File: config.mk
export PLATFORM = sky130hd
export DESIGN_NAME = iram_axi_arb
export DESIGN_NICKNAME = d
export VERILOG_FILES = /design/src/rtl/iram_axi_arb.sv
export SDC_FILE = /design/constraint.sdc
export NUM_CORES = 1
export LEC_CHECK = 0
export ABC_AREA = 1
export BUFFER_PORTS_ARGS = -buffer_cell sky130_fd_sc_hd__buf_2
export CAP_MARGIN = 25
export CORE_AREA = 2 2 178 180
export CTS_BUF_LIST = sky130_fd_sc_hd__clkbuf_16
export DETAILED_ROUTE_END_ITERATION = 12
export DIE_AREA = 0 0 180 182
export GPL_ROUTABILITY_DRIVEN = 0
export PLACE_DENSITY = 0.31
export SETUP_SLACK_MARGIN = 0.4
export SYNTH_ARGS = -nofsm -noshare
export SYNTH_HDL_FRONTEND = slang
export SYNTH_SLANG_ARGS = --single-unit
File: constraint.sdc
create_clock -name clk -period 1.3 [get_ports clk]
set_input_delay 0.26 -clock clk [delete_from_list [all_inputs] [get_ports clk]]
set_output_delay 0.26 -clock clk [all_outputs]
set_load 0.02 [all_outputs]
File: src/rtl/iram_axi_arb.sv
// Two-master to one-slave AXI4-Lite arbiter for the instruction RAM port.
// One transaction in flight; round-robin between masters, writes before reads within a master.
module iram_axi_arb #(
  parameter int AW = 32,
  parameter int DW = 32
) (
  input  logic            clk,
  input  logic            rst,
  // master 0 (core LSU)
  input  logic [AW-1:0]   m0_axi_awaddr,
  input  logic [2:0]      m0_axi_awprot,
  input  logic            m0_axi_awvalid,
  output logic            m0_axi_awready,
  input  logic [DW-1:0]   m0_axi_wdata,
  input  logic [DW/8-1:0] m0_axi_wstrb,
  input  logic            m0_axi_wvalid,
  output logic            m0_axi_wready,
  output logic [1:0]      m0_axi_bresp,
  output logic            m0_axi_bvalid,
  input  logic            m0_axi_bready,
  input  logic [AW-1:0]   m0_axi_araddr,
  input  logic [2:0]      m0_axi_arprot,
  input  logic            m0_axi_arvalid,
  output logic            m0_axi_arready,
  output logic [DW-1:0]   m0_axi_rdata,
  output logic [1:0]      m0_axi_rresp,
  output logic            m0_axi_rvalid,
  input  logic            m0_axi_rready,
  // master 1 (debug / loader)
  input  logic [AW-1:0]   m1_axi_awaddr,
  input  logic [2:0]      m1_axi_awprot,
  input  logic            m1_axi_awvalid,
  output logic            m1_axi_awready,
  input  logic [DW-1:0]   m1_axi_wdata,
  input  logic [DW/8-1:0] m1_axi_wstrb,
  input  logic            m1_axi_wvalid,
  output logic            m1_axi_wready,
  output logic [1:0]      m1_axi_bresp,
  output logic            m1_axi_bvalid,
  input  logic            m1_axi_bready,
  input  logic [AW-1:0]   m1_axi_araddr,
  input  logic [2:0]      m1_axi_arprot,
  input  logic            m1_axi_arvalid,
  output logic            m1_axi_arready,
  output logic [DW-1:0]   m1_axi_rdata,
  output logic [1:0]      m1_axi_rresp,
  output logic            m1_axi_rvalid,
  input  logic            m1_axi_rready,
  // iram slave port
  output logic [AW-1:0]   s_axi_awaddr,
  output logic [2:0]      s_axi_awprot,
  output logic            s_axi_awvalid,
  input  logic            s_axi_awready,
  output logic [DW-1:0]   s_axi_wdata,
  output logic [DW/8-1:0] s_axi_wstrb,
  output logic            s_axi_wvalid,
  input  logic            s_axi_wready,
  input  logic [1:0]      s_axi_bresp,
  input  logic            s_axi_bvalid,
  output logic            s_axi_bready,
  output logic [AW-1:0]   s_axi_araddr,
  output logic [2:0]      s_axi_arprot,
  output logic            s_axi_arvalid,
  input  logic            s_axi_arready,
  input  logic [DW-1:0]   s_axi_rdata,
  input  logic [1:0]      s_axi_rresp,
  input  logic            s_axi_rvalid,
  output logic            s_axi_rready,
  output logic            grant_o,
  output logic            busy_o
);

  typedef enum logic [2:0] {IDLE, WADDR, WRESP, RADDR, RRESP} state_e;

  state_e state_q;
  logic   grant_q, last_grant_q, aw_done_q, w_done_q;

  // Master request channels packed by master index so the grant can select them.
  logic [1:0]                 m_awvalid, m_wvalid, m_arvalid, m_bready, m_rready;
  logic [1:0][AW-1:0]         m_awaddr, m_araddr;
  logic [1:0][2:0]            m_awprot, m_arprot;
  logic [1:0][DW-1:0]         m_wdata;
  logic [1:0][DW/8-1:0]       m_wstrb;
  logic [1:0]                 m_awready, m_wready, m_bvalid, m_arready, m_rvalid;
  logic [1:0][1:0]            m_bresp, m_rresp;
  logic [1:0][DW-1:0]         m_rdata;

  assign m_awvalid = {m1_axi_awvalid, m0_axi_awvalid};
  assign m_wvalid  = {m1_axi_wvalid,  m0_axi_wvalid};
  assign m_arvalid = {m1_axi_arvalid, m0_axi_arvalid};
  assign m_bready  = {m1_axi_bready,  m0_axi_bready};
  assign m_rready  = {m1_axi_rready,  m0_axi_rready};
  assign m_awaddr  = {m1_axi_awaddr,  m0_axi_awaddr};
  assign m_araddr  = {m1_axi_araddr,  m0_axi_araddr};
  assign m_awprot  = {m1_axi_awprot,  m0_axi_awprot};
  assign m_arprot  = {m1_axi_arprot,  m0_axi_arprot};
  assign m_wdata   = {m1_axi_wdata,   m0_axi_wdata};
  assign m_wstrb   = {m1_axi_wstrb,   m0_axi_wstrb};

  assign m0_axi_awready = m_awready[0];
  assign m0_axi_wready  = m_wready[0];
  assign m0_axi_bvalid  = m_bvalid[0];
  assign m0_axi_bresp   = m_bresp[0];
  assign m0_axi_arready = m_arready[0];
  assign m0_axi_rvalid  = m_rvalid[0];
  assign m0_axi_rdata   = m_rdata[0];
  assign m0_axi_rresp   = m_rresp[0];
  assign m1_axi_awready = m_awready[1];
  assign m1_axi_wready  = m_wready[1];
  assign m1_axi_bvalid  = m_bvalid[1];
  assign m1_axi_bresp   = m_bresp[1];
  assign m1_axi_arready = m_arready[1];
  assign m1_axi_rvalid  = m_rvalid[1];
  assign m1_axi_rdata   = m_rdata[1];
  assign m1_axi_rresp   = m_rresp[1];

  logic [1:0] wreq, req;
  logic       win, aw_fire, w_fire, aw_all, w_all;

  assign wreq = m_awvalid & m_wvalid;
  assign req  = wreq | m_arvalid;
  // On a tie the master that did not win last time goes next.
  assign win  = (&req) ? ~last_grant_q : req[1];

  assign aw_fire = s_axi_awvalid & s_axi_awready;
  assign w_fire  = s_axi_wvalid & s_axi_wready;
  assign aw_all  = aw_done_q | aw_fire;
  assign w_all   = w_done_q | w_fire;

  always_comb begin
    m_awready     = '0;
    m_wready      = '0;
    m_bvalid      = '0;
    m_bresp       = '0;
    m_arready     = '0;
    m_rvalid      = '0;
    m_rdata       = '0;
    m_rresp       = '0;
    s_axi_awaddr  = m_awaddr[grant_q];
    s_axi_awprot  = m_awprot[grant_q];
    s_axi_wdata   = m_wdata[grant_q];
    s_axi_wstrb   = m_wstrb[grant_q];
    s_axi_araddr  = m_araddr[grant_q];
    s_axi_arprot  = m_arprot[grant_q];
    s_axi_awvalid = 1'b0;
    s_axi_wvalid  = 1'b0;
    s_axi_bready  = 1'b0;
    s_axi_arvalid = 1'b0;
    s_axi_rready  = 1'b0;
    case (state_q)
      WADDR: begin
        s_axi_awvalid       = m_awvalid[grant_q] & ~aw_done_q;
        s_axi_wvalid        = m_wvalid[grant_q] & ~w_done_q;
        m_awready[grant_q]  = s_axi_awready & ~aw_done_q;
        m_wready[grant_q]   = s_axi_wready & ~w_done_q;
      end
      WRESP: begin
        m_bvalid[grant_q] = s_axi_bvalid;
        m_bresp[grant_q]  = s_axi_bresp;
        s_axi_bready      = m_bready[grant_q];
      end
      RADDR: begin
        s_axi_arvalid      = m_arvalid[grant_q];
        m_arready[grant_q] = s_axi_arready;
      end
      RRESP: begin
        m_rvalid[grant_q] = s_axi_rvalid;
        m_rdata[grant_q]  = s_axi_rdata;
        m_rresp[grant_q]  = s_axi_rresp;
        s_axi_rready      = m_rready[grant_q];
      end
      default: ;
    endcase
  end

  always_ff @(posedge clk) begin
    if (rst) begin
      state_q      <= IDLE;
      grant_q      <= 1'b0;
      last_grant_q <= 1'b1;
      aw_done_q    <= 1'b0;
      w_done_q     <= 1'b0;
    end else begin
      case (state_q)
        IDLE: if (|req) begin
          grant_q <= win;
          state_q <= wreq[win] ? WADDR : RADDR;
        end
        WADDR: if (aw_all && w_all) begin
          state_q   <= WRESP;
          aw_done_q <= 1'b0;
          w_done_q  <= 1'b0;
        end else begin
          aw_done_q <= aw_all;
          w_done_q  <= w_all;
        end
        WRESP: if (s_axi_bvalid && s_axi_bready) begin
          state_q      <= IDLE;
          last_grant_q <= grant_q;
        end
        RADDR: if (s_axi_arvalid && s_axi_arready) state_q <= RRESP;
        RRESP: if (s_axi_rvalid && s_axi_rready) begin
          state_q      <= IDLE;
          last_grant_q <= grant_q;
        end
        default: state_q <= IDLE;
      endcase
    end
  end

  assign grant_o = grant_q;
  assign busy_o  = (state_q != IDLE);

endmodule

### Word-level counts from Yosys, hierarchy flattened

Index checks and enable logic that the tools add are counted.

* muxes and demuxes: 56
* $lt $le $gt $ge: 3
* bitwise gates (word level): 21
* eq/ne operators: 9
* reduce and logical (&&, ||, !) cells: 13

Operators with widths (count)
* 32-bit 2-to-1 mux: 7
* 64-bit AND: 1
* 64-bit 2-to-1 mux: 1
* 32-bit demux with 1-bit select: 1
* 3-bit 2-to-1 mux: 9
* 1-bit 2-to-1 mux: 23
* 4-bit 2-to-1 mux: 4
* 3-bit case mux with 5 select lines: 1
* 2-bit 2-to-1 mux: 7
* 2-bit AND: 6
* 2-bit inequality test, second input constant: 5
* 4-bit AND: 2
* 1-bit AND: 6
* 3-bit by 2-bit == test with 1-bit output, second input constant: 2
* 1-bit logical AND: 5
* 5-bit AND reduction: 1
* 1-bit by 2-bit < comparator with 1-bit output, second input constant: 2
* 2-bit AND reduction: 2
* 3-bit by 1-bit == test with 1-bit output, second input constant: 1
* 3-bit == test, second input constant: 1
* 3-bit zero test: 1
* 1-bit inverter: 3
* 3-bit AND reduction: 1
* 3-bit nonzero test: 1
* other kinds (8): 9

* word-level logic and storage cells: 107
* output and inout bits: 195
* flip-flop bits (word level): 7
* input bits: 265

### Longest topological paths before layout

Gate-level depths: netlist (run 1).

* depth in word-level cells: 9
* depth in mapped cells: 10
* depth with buffers taken out: 10

### Worst setup path before layout (run 1)

OpenSTA, ideal clock, no wires.

* path type: flip-flop to output port
* from: reg grant_q, in the netlist grant_o
* to: out m1_axi_arready
* required time: 1.040 ns
* path buffers: 1
* data arrival time: 1.376 ns
* stages on the path, launching flop included: 4
* slack: -0.336 ns
* cell sequence: dfxtp_1 > inv_2 > clkbuf_1 > nor3_1

* word-level cells in the longest chain between the ends: 6
* elaborated cells between the ends (all ways): 7
* those cells by class: order compare: 2; mux: 3; bitwise: 1; reduce/logical: 1

Ends and longest elaborated chain
* from (decl): RTL line 76 `logic grant_q, last_grant_q, aw_done_q, w_done_q;`
* from (signal assigned): RTL line 186 `grant_q <= win;`
* 1-bit by 2-bit < comparator with 1-bit output (not written as such) / 1-bit >= comparator (equally long branches): RTL line 164 `m_arready[grant_q] = s_axi_arready;`
* 1-bit logical AND (not written as such): RTL line 164
* 1-bit 2-to-1 mux (not written as such): RTL line 164
* 1-bit demux with 1-bit select (*): RTL line 164
* 2-bit AND (no source line) (*)
* 2-bit 2-to-1 mux (*): RTL line 150 `case (state_q)`
* to (decl): RTL line 44 `output logic m1_axi_arready,`

Mark *: on every way between the ends. The rest lies on a longest branch, timed or not.

### Worst setup path in the final report (run 1)

* from: reg grant_q, in the netlist grant_o
* to: out s_axi_awaddr[19]

* word-level cells in the longest chain between the ends: 2

Ends and longest elaborated chain
* 32-bit 2-to-1 mux (not written as such) (2 in series): RTL line 139 `s_axi_awaddr = m_awaddr[grant_q];`
* to (decl): RTL line 50 `output logic [AW-1:0] s_axi_awaddr,`

Every way passes these cells. The select of a mux whose other input is x is not followed.

==> metrics.md, run 1 <==
| Metric | Value |
|---|---|
| Outcome | `finished, violations left` |
| Violated checks | `setup timing` |
| Largest stage delay, worst path | `about 370 ps` |
| Total wire length | `between 20000 and 25000 um` |
| Switch share | `between 40% and 50%` |
| DRC | `0` |
| Sw Pwr | `roughly 5000 uW` |
| Clock Tree Root | `clkbuf_16` |
| First drt pass iteration count | `4` |
| 1st-iter DRT viols | `between 60 and 70` |
| #FFs+latches synth | `7` |
| Simple-Gate Fraction of Synth Area | `between 70% and 80%` |
| Internal Power | `5458 uW` |
| M2 GR Usage | `25.49%` |
| Adder and majority gate portion of the synthesized area | `0%` |
| PwrDens | `slightly above 1000 mW/mm^2` |
| Worst hold slack | `approximately 300 ps` |
| Crit-path leading delay family | `buffers and inverters` |
| WP data arrival | `around 1500 ps` |
| Vias in the first global route | `5645` |
| Number of vias in the routed layout | `between 5000 and 6000` |
| Synth Area in XOR/XNOR | `0%` |
| R2R Setup Slk | `-300 ps` |
| Avg Vias per Cell | `approximately 3.7` |
| Reg2Reg Launch Point | `grant_o` |
| Critical Path End Type | `output pin` |
| Clock power share | `approximately 5.0%` |
| Worst Hold Class | `input port to flip-flop` |
| Relative slew slack | `a little under nine tenths` |
| Placed insts | `~1400` |
| Net Count, Synth | `approximately 840` |
| Worst R2R End | `state_q[0]` |
| Avg Inst Size Synth | `just over 4 um^2` |
| Critical Path RT | `~1000 ps` |
| Highest-delay cell along the critical path | `dfxtp_4` |
| Die ar. | `between 0.03 and 0.04 mm^2` |
| Measured slew at the worst slew-check pin | `~210 ps` |
| Main combinational cell family by area after synthesis | `simple AND/OR/NAND/NOR gates` |
| Layout area overhead | `325.9%` |
| DP Wirelength | `about 16000 um` |
| H-Tree Depth | `1` |
| IO Pins | `460` |
| Initial Util | `between 7 and 8%` |
| Total congestion overflow | `0` |
| Post-route setup slack | `-424.8 ps` |
| Commonest non-fill, non-tap cell in the layout | `buf_2` |
| Largest net degree at the start of global routing | `21` |
| Setup Skew | `0.3831 ps` |
| Final Cycle Share | `132.7%` |
| Distinct cells, synth | `22` |
| TritonCTS clock tree | `yes` |
| Compound-cell area share of the yosys netlist | `around 3.3%` |
| GRT busiest layer | `met2` |
| Maximum vdd ir drop | `approximately 0.65 mV` |
| Total GRT Usage | `about an eighth` |
| Register share of total power | `between 3 and 4%` |
| Initial antenna violation count | `4` |
| Clock buffer depth | `2` |
| Max Slew Vio Count | `0` |
| Unrepaired setup endpoints after global routing | `true` |
| Post-layout util | `roughly 33%` |
| Post-route ant nets | `0` |
| GRT met1 Usage | `between 10% and 20%` |
| Worst Reg-to-Reg Cells | `11` |
| CP bufs+invs | `5` |
| Hold Path Depth | `2` |
| Die Y | `around 180 um` |
| Non-filler cells, final | `between 1500 and 2000` |
| Post-route minimum period | `~1700 ps` |
| Peak Freq | `579.8 MHz` |
| Ys Warns | `0` |
| Cell breakdown of the critical path | `buf_12 > clkinv_16 > buf_12 > clkbuf_16 > nand2_2 > nand2_4 > buf_6` |
| Logic gate share of total power | `between 90% and 100%` |
| Most frequent cells in the layout | `buf_2 (294), nand2_4 (226), buf_6 (139)` |
| Crit-path max FO | `6` |
| Clock transition at path regs | `approximately 40 ps` |
| Cell Area, Synth | `0.002379 mm^2` |
| Cells after synthesis | `572` |
| Layout cells sized above 1 | `around 87%` |
| CTS buffer count | `3` |
| Finish-stage setup viols | `slightly above 200` |
| Critical Path Most Common Cell | `buf_12` |
| Nets@finish | `1372` |
| PortBufs | `approximately 460` |
| Insertion delay to the later sink of the worst-skew pair | `around 230 ps` |
| Mux contribution to synthesized area | `0%` |
| Max cap viols | `0` |
| Num rows | `65` |
| M3 GR Usage | `under 10%` |
| First-pass GRT wire length | `around 32000 um` |
| Wire per inst | `14.56 um` |
| Fill count | `approximately 3300` |
| Core area | `between 0.03 and 0.04 mm^2` |
| Final number of hold-violating endpoints | `0` |
| CP Class | `flip-flop to output pin` |
| Hold Path End | `state_q[2]` |
| Seq/Total Area, Yosys | `5.892%` |
| Crit start category | `flip-flop` |
| Chip width | `180 um` |
| Clk sink count | `7` |
| Hold Path Origin | `rst` |
| Leak Pwr | `approximately 0.0056 uW` |
[flip-flops by register name, summed over array words and instances (netlist names)]
signal / cells
aw_done_q: 1
grant_o: 1
w_done_q: 1
state_q: 3
last_grant_q: 1
[cell usage after synthesis]
master / instances / share of area [%]
clkinv_1: 1 / 0.16
and3_1: 1 / 0.26
inv_2: 5 / 0.79
clkbuf_1: 9 / 1.4
nor3_2: 2 / 0.84
nand3_1: 6 / 1.3
buf_2: 20 / 4.2
nand3_2: 1 / 0.42
nor3b_1: 1 / 0.32
nor2_2: 1 / 0.26
o21ai_0: 4 / 0.84
dfxtp_1: 7 / 5.9
inv_1: 53 / 8.4
nand2_2: 3 / 0.79
a21o_1: 1 / 0.32
nor3_1: 14 / 2.9
buf_6: 1 / 0.47
nor2_1: 82 / 13
o211ai_1: 2 / 0.63
a21oi_1: 7 / 1.5
buf_1: 1 / 0.16
nand2_1: 350 / 55
[how the worst max path moves through the flow]
stage / slack (ps) / end / start / cells past startpoint
final: -420 / s_axi_awaddr[19] / grant_o / 7
after detailed placement: -240 / state_q[0] / grant_o / 10
after global placement: -310 / state_q[0] / grant_o / 10
after global routing: -480 / m1_axi_rresp[1] / state_q[0] / 7
after CTS: -420 / m0_axi_rresp[0] / grant_o / 6
after floorplan: -130 / m1_axi_rdata[0] / state_q[1] / 6
[area by class of cell]
type / instances / area (um^2) / area share (%)
inverters: 59 / 252.7 / 2.495
flip-flops and latches: 7 / 147.6 / 1.457
diodes: 1 / 2.502 / 0.02470
clock buffers: 3 / 75.07 / 0.7410
repair inverters: 2 / 36.28 / 0.3582
clock inverters: 1 / 3.754 / 0.03705
well taps: 402 / 503.0 / 4.965
repair buffers: 559 / 4848 / 47.86
multi-input cells: 475 / 4262 / 42.06
[power by group through the flow]
stage          Sequential (uW)  Clock (uW)  Combinational [uW]
6_report                   323         520                9640
5_1_grt                    330         557               10300
4_1_cts                    322         534                8720
3_5_place_dp               324           0                5820
3_3_place_gp               324           0                5870
2_1_floorplan              320           0                3810
[kinds of logic (layout without fill, tap and decap cells)]
family | count (synthesis) | in the layout
buffers and inverters | 90 | 624
AOI/OAI and AO/OA | 14 | 14
DFF | 7 | 7
other | 0 | 1
and+or+nand+nor | 461 | 461
[per-stage QoR]
stage          power [uW]  worst slack [ps]  area (um^2)  TNS, ps
6_report            10490            -424.8        10130   -69200
5_1_grt             11150            -477.9        10130   -81580
4_1_cts              9579            -418.5         9145   -70450
3_5_place_dp         6149            -243.4         6903   -21710
3_3_place_gp         6192            -307.9         6903   -22690
2_1_floorplan        4133            -133.8         3954    -5621
[per-layer routing]
| layer | vias to the layer above | routed length (um) |
|---|---|---|
| li1 | 2761 | - |
| met1 | 2550 | 7600 |
| met2 | 278 | 12510 |
| met3 | 20 | 1661 |
| met4 | 6 | 161 |
| met5 | - | 36 |
[timing repair]
| action | in CTS | in global routing |
|---|---|---|
| resized for setup | 431 | 236 |
| gates cloned | 21 | 3 |
| pin swaps | 44 | 41 |
| setup endpoints to repair | 202 | 202 |
| hold buffers | 0 | 0 |
| buffers inserted | 28 | 4 |
(Power assumes the default switching activity.)
==> inputs of run 2 (changes only) <==
Settings changed: CORE_AREA 2 2 178 180 to 5 5 176 178, DIE_AREA 0 0 180 182 to 0 0 181 183, PLACE_DENSITY 0.31 to 0.32, SKIP_CTS_REPAIR_TIMING set to 1.
==> metrics.md, run 2 (synthesis gave the netlist of run 1 again) <==
| Metric | Value |
|---|---|
| Outcome | `finished, violations left` |
| Violated checks | `setup timing` |
| Clk sink count | `7` |
| Largest stage delay, worst path | `about 450 ps` |
| Placed insts | `1429` |
| TritonCTS clock tree | `yes` |
| Layout cells sized above 1 | `around 82%` |
| Measured slew at the worst slew-check pin | `272.1 ps` |
| Max cap viols | `0` |
| Total wire length | `about 23000 um` |
| Non-filler cells, final | `~1500` |
| Insertion delay to the later sink of the worst-skew pair | `roughly 230 ps` |
| Total congestion overflow | `0` |
| Nets@finish | `1346` |
| PortBufs | `roughly 460` |
| Layout area overhead | `281.8%` |
| H-Tree Depth | `1` |
| Wire per inst | `15.72 um` |
| Fill count | `approximately 3200` |
| Crit start category | `flip-flop` |
| Avg Vias per Cell | `roughly 3.7` |
| Critical Path RT | `about 1000 ps` |
| Clock Tree Root | `clkbuf_16` |
| Initial antenna violation count | `1` |
| Vias in the first global route | `approximately 5400` |
| Crit-path leading delay family | `buffers and inverters` |
| Largest net degree at the start of global routing | `36` |
| Relative slew slack | `between 80% and 90%` |
| Final number of hold-violating endpoints | `0` |
| Clock buffer depth | `2` |
| Die Y | `roughly 180 um` |
| Highest-delay cell along the critical path | `dfxtp_4` |
| First-pass GRT wire length | `just over 30000 um` |
| Initial Util | `8.133%` |
| Commonest non-fill, non-tap cell in the layout | `buf_2` |
| Post-route setup slack | `-395.3 ps` |
| Clock transition at path regs | `40 ps` |
| Most flops, register | `state_q` |
| Post-route minimum period | `around 1700 ps` |
| CTS buffer count | `3` |
| IO Pins | `460` |
| 1st-iter DRT viols | `98` |
| Num rows | `63` |
| First drt pass iteration count | `4` |
| DRC | `0` |
| Finish-stage setup viols | `200` |
| Cell breakdown of the critical path | `clkinv_8 > buf_8 > clkbuf_16 > nor3_4 > buf_6` |
| Worst Hold Class | `input port to flip-flop` |
| Critical Path End Type | `output pin` |
| Post-route ant nets | `0` |
| CP bufs+invs | `4` |
| Max Slew Vio Count | `0` |
| Total GRT Usage | `11.39%` |
| Maximum vdd ir drop | `0.4557 mV` |
| CP Class | `flip-flop to output pin` |
| Die ar. | `approximately 0.033 mm^2` |
| Leak Pwr | `0.005036 uW` |
| Total power | `9050 uW` |
| Unrepaired setup endpoints after global routing | `true` |
| Chip width | `~180 um` |
| Crit-path max FO | `8` |
| Most frequent cells in the layout | `buf_2 (305), nand2_4 (171), nand2_1 (116)` |
| Largest register FFs | `3` |
| Final Cycle Share | `130.4%` |
| Number of vias in the routed layout | `approximately 5400` |
| DP Wirelength | `roughly 18000 um` |
| Peak Freq | `589.9 MHz` |
| Setup Skew | `between 2 and 3 ps` |
| PwrDens | `about 1000 mW/mm^2` |
| WP data arrival | `roughly 1400 ps` |
| Core area | `between 0.02 and 0.03 mm^2` |
==> run 2: cell types whose count changed in the layout (fill, tap and decap cells not counted), moves of 3 or more <==
cell and change:
buf_16 -17, clkbuf_16 +12, buf_2 +11, nor2_2 +4
nand2_1 +63, buf_4 +5, nor2_1 -3, buf_8 -3
nand2_4 -55, nand2_2 -8, buf_12 -9, buf_6 -24
==> run 2: stage by stage <==
step / utilization [%] / instance area, um^2 / hold slack, ps / TNS (ps) / worst slack [ps]
final: 31.05 / 9081 / 312.6 / -66480 / -395.3
after global routing: 31.04 / 9079 / 324.5 / -79370 / -453.0
after CTS: 23.77 / 6952 / 325.8 / -72230 / -512.9
after detailed placement: 23.50 / 6873 / 475.2 / -22360 / -242.3
after global placement: 23.50 / 6873 / 471.1 / -20340 / -246.6
after floorplan: - / 3954 / 319.4 / -5621 / -133.8
==> run 2: worst reg2reg max path: cells and delay by family (launching register included) <==
family / cells / cell delay [ps]
buffers and inverters: 3 / 340
AND/OR/NAND/NOR: 8 / 620
flip-flops: 1 / 450
==> run 2: final cells by class <==
cell class                 instances  area [um^2]  area share [%]
antenna                            1        2.502         0.02756
clock buffer                       3        75.07          0.8267
clock inverter                     1        3.754         0.04133
inverter                          59        236.5           2.604
multi-input combinational        475         3840           42.28
sequential                         7        146.4           1.612
tap                              390        488.0           5.373
timing repair buffer             534         4278           47.11
timing repair inverter             1        11.26          0.1240
==> run 2: path summary, 6_finish.rpt <==
check | from | endpoint | slack [ps] | cells past startpoint
min reg2reg | last_grant_q | last_grant_q | 480 | 2
min | s_axi_arready | state_q[2] | 310 | 3
max | grant_o | m1_axi_bresp[0] | -400 | 5
max reg2reg | grant_o | state_q[0] | -210 | 11
==> run 2: per-layer routing <==
metal	up-vias	share of wire, %	GRT usage (%)	wire, um
met4	0	0.79	0.7205	182
met5	-	0	0	0
met3	12	9.7	3.947	2241
met2	285	54	22.06	12400
met1	2419	36	12.57	8298
li1	2708	-	-	-
==> run 2: power breakdown <==
group	leakage (uW)	switching [uW]	internal, uW
Clock	0.0000423	131	401
Combinational	0.00494	4370	3820
Sequential	0.0000588	57.1	272
Total	0.00504	4560	4490
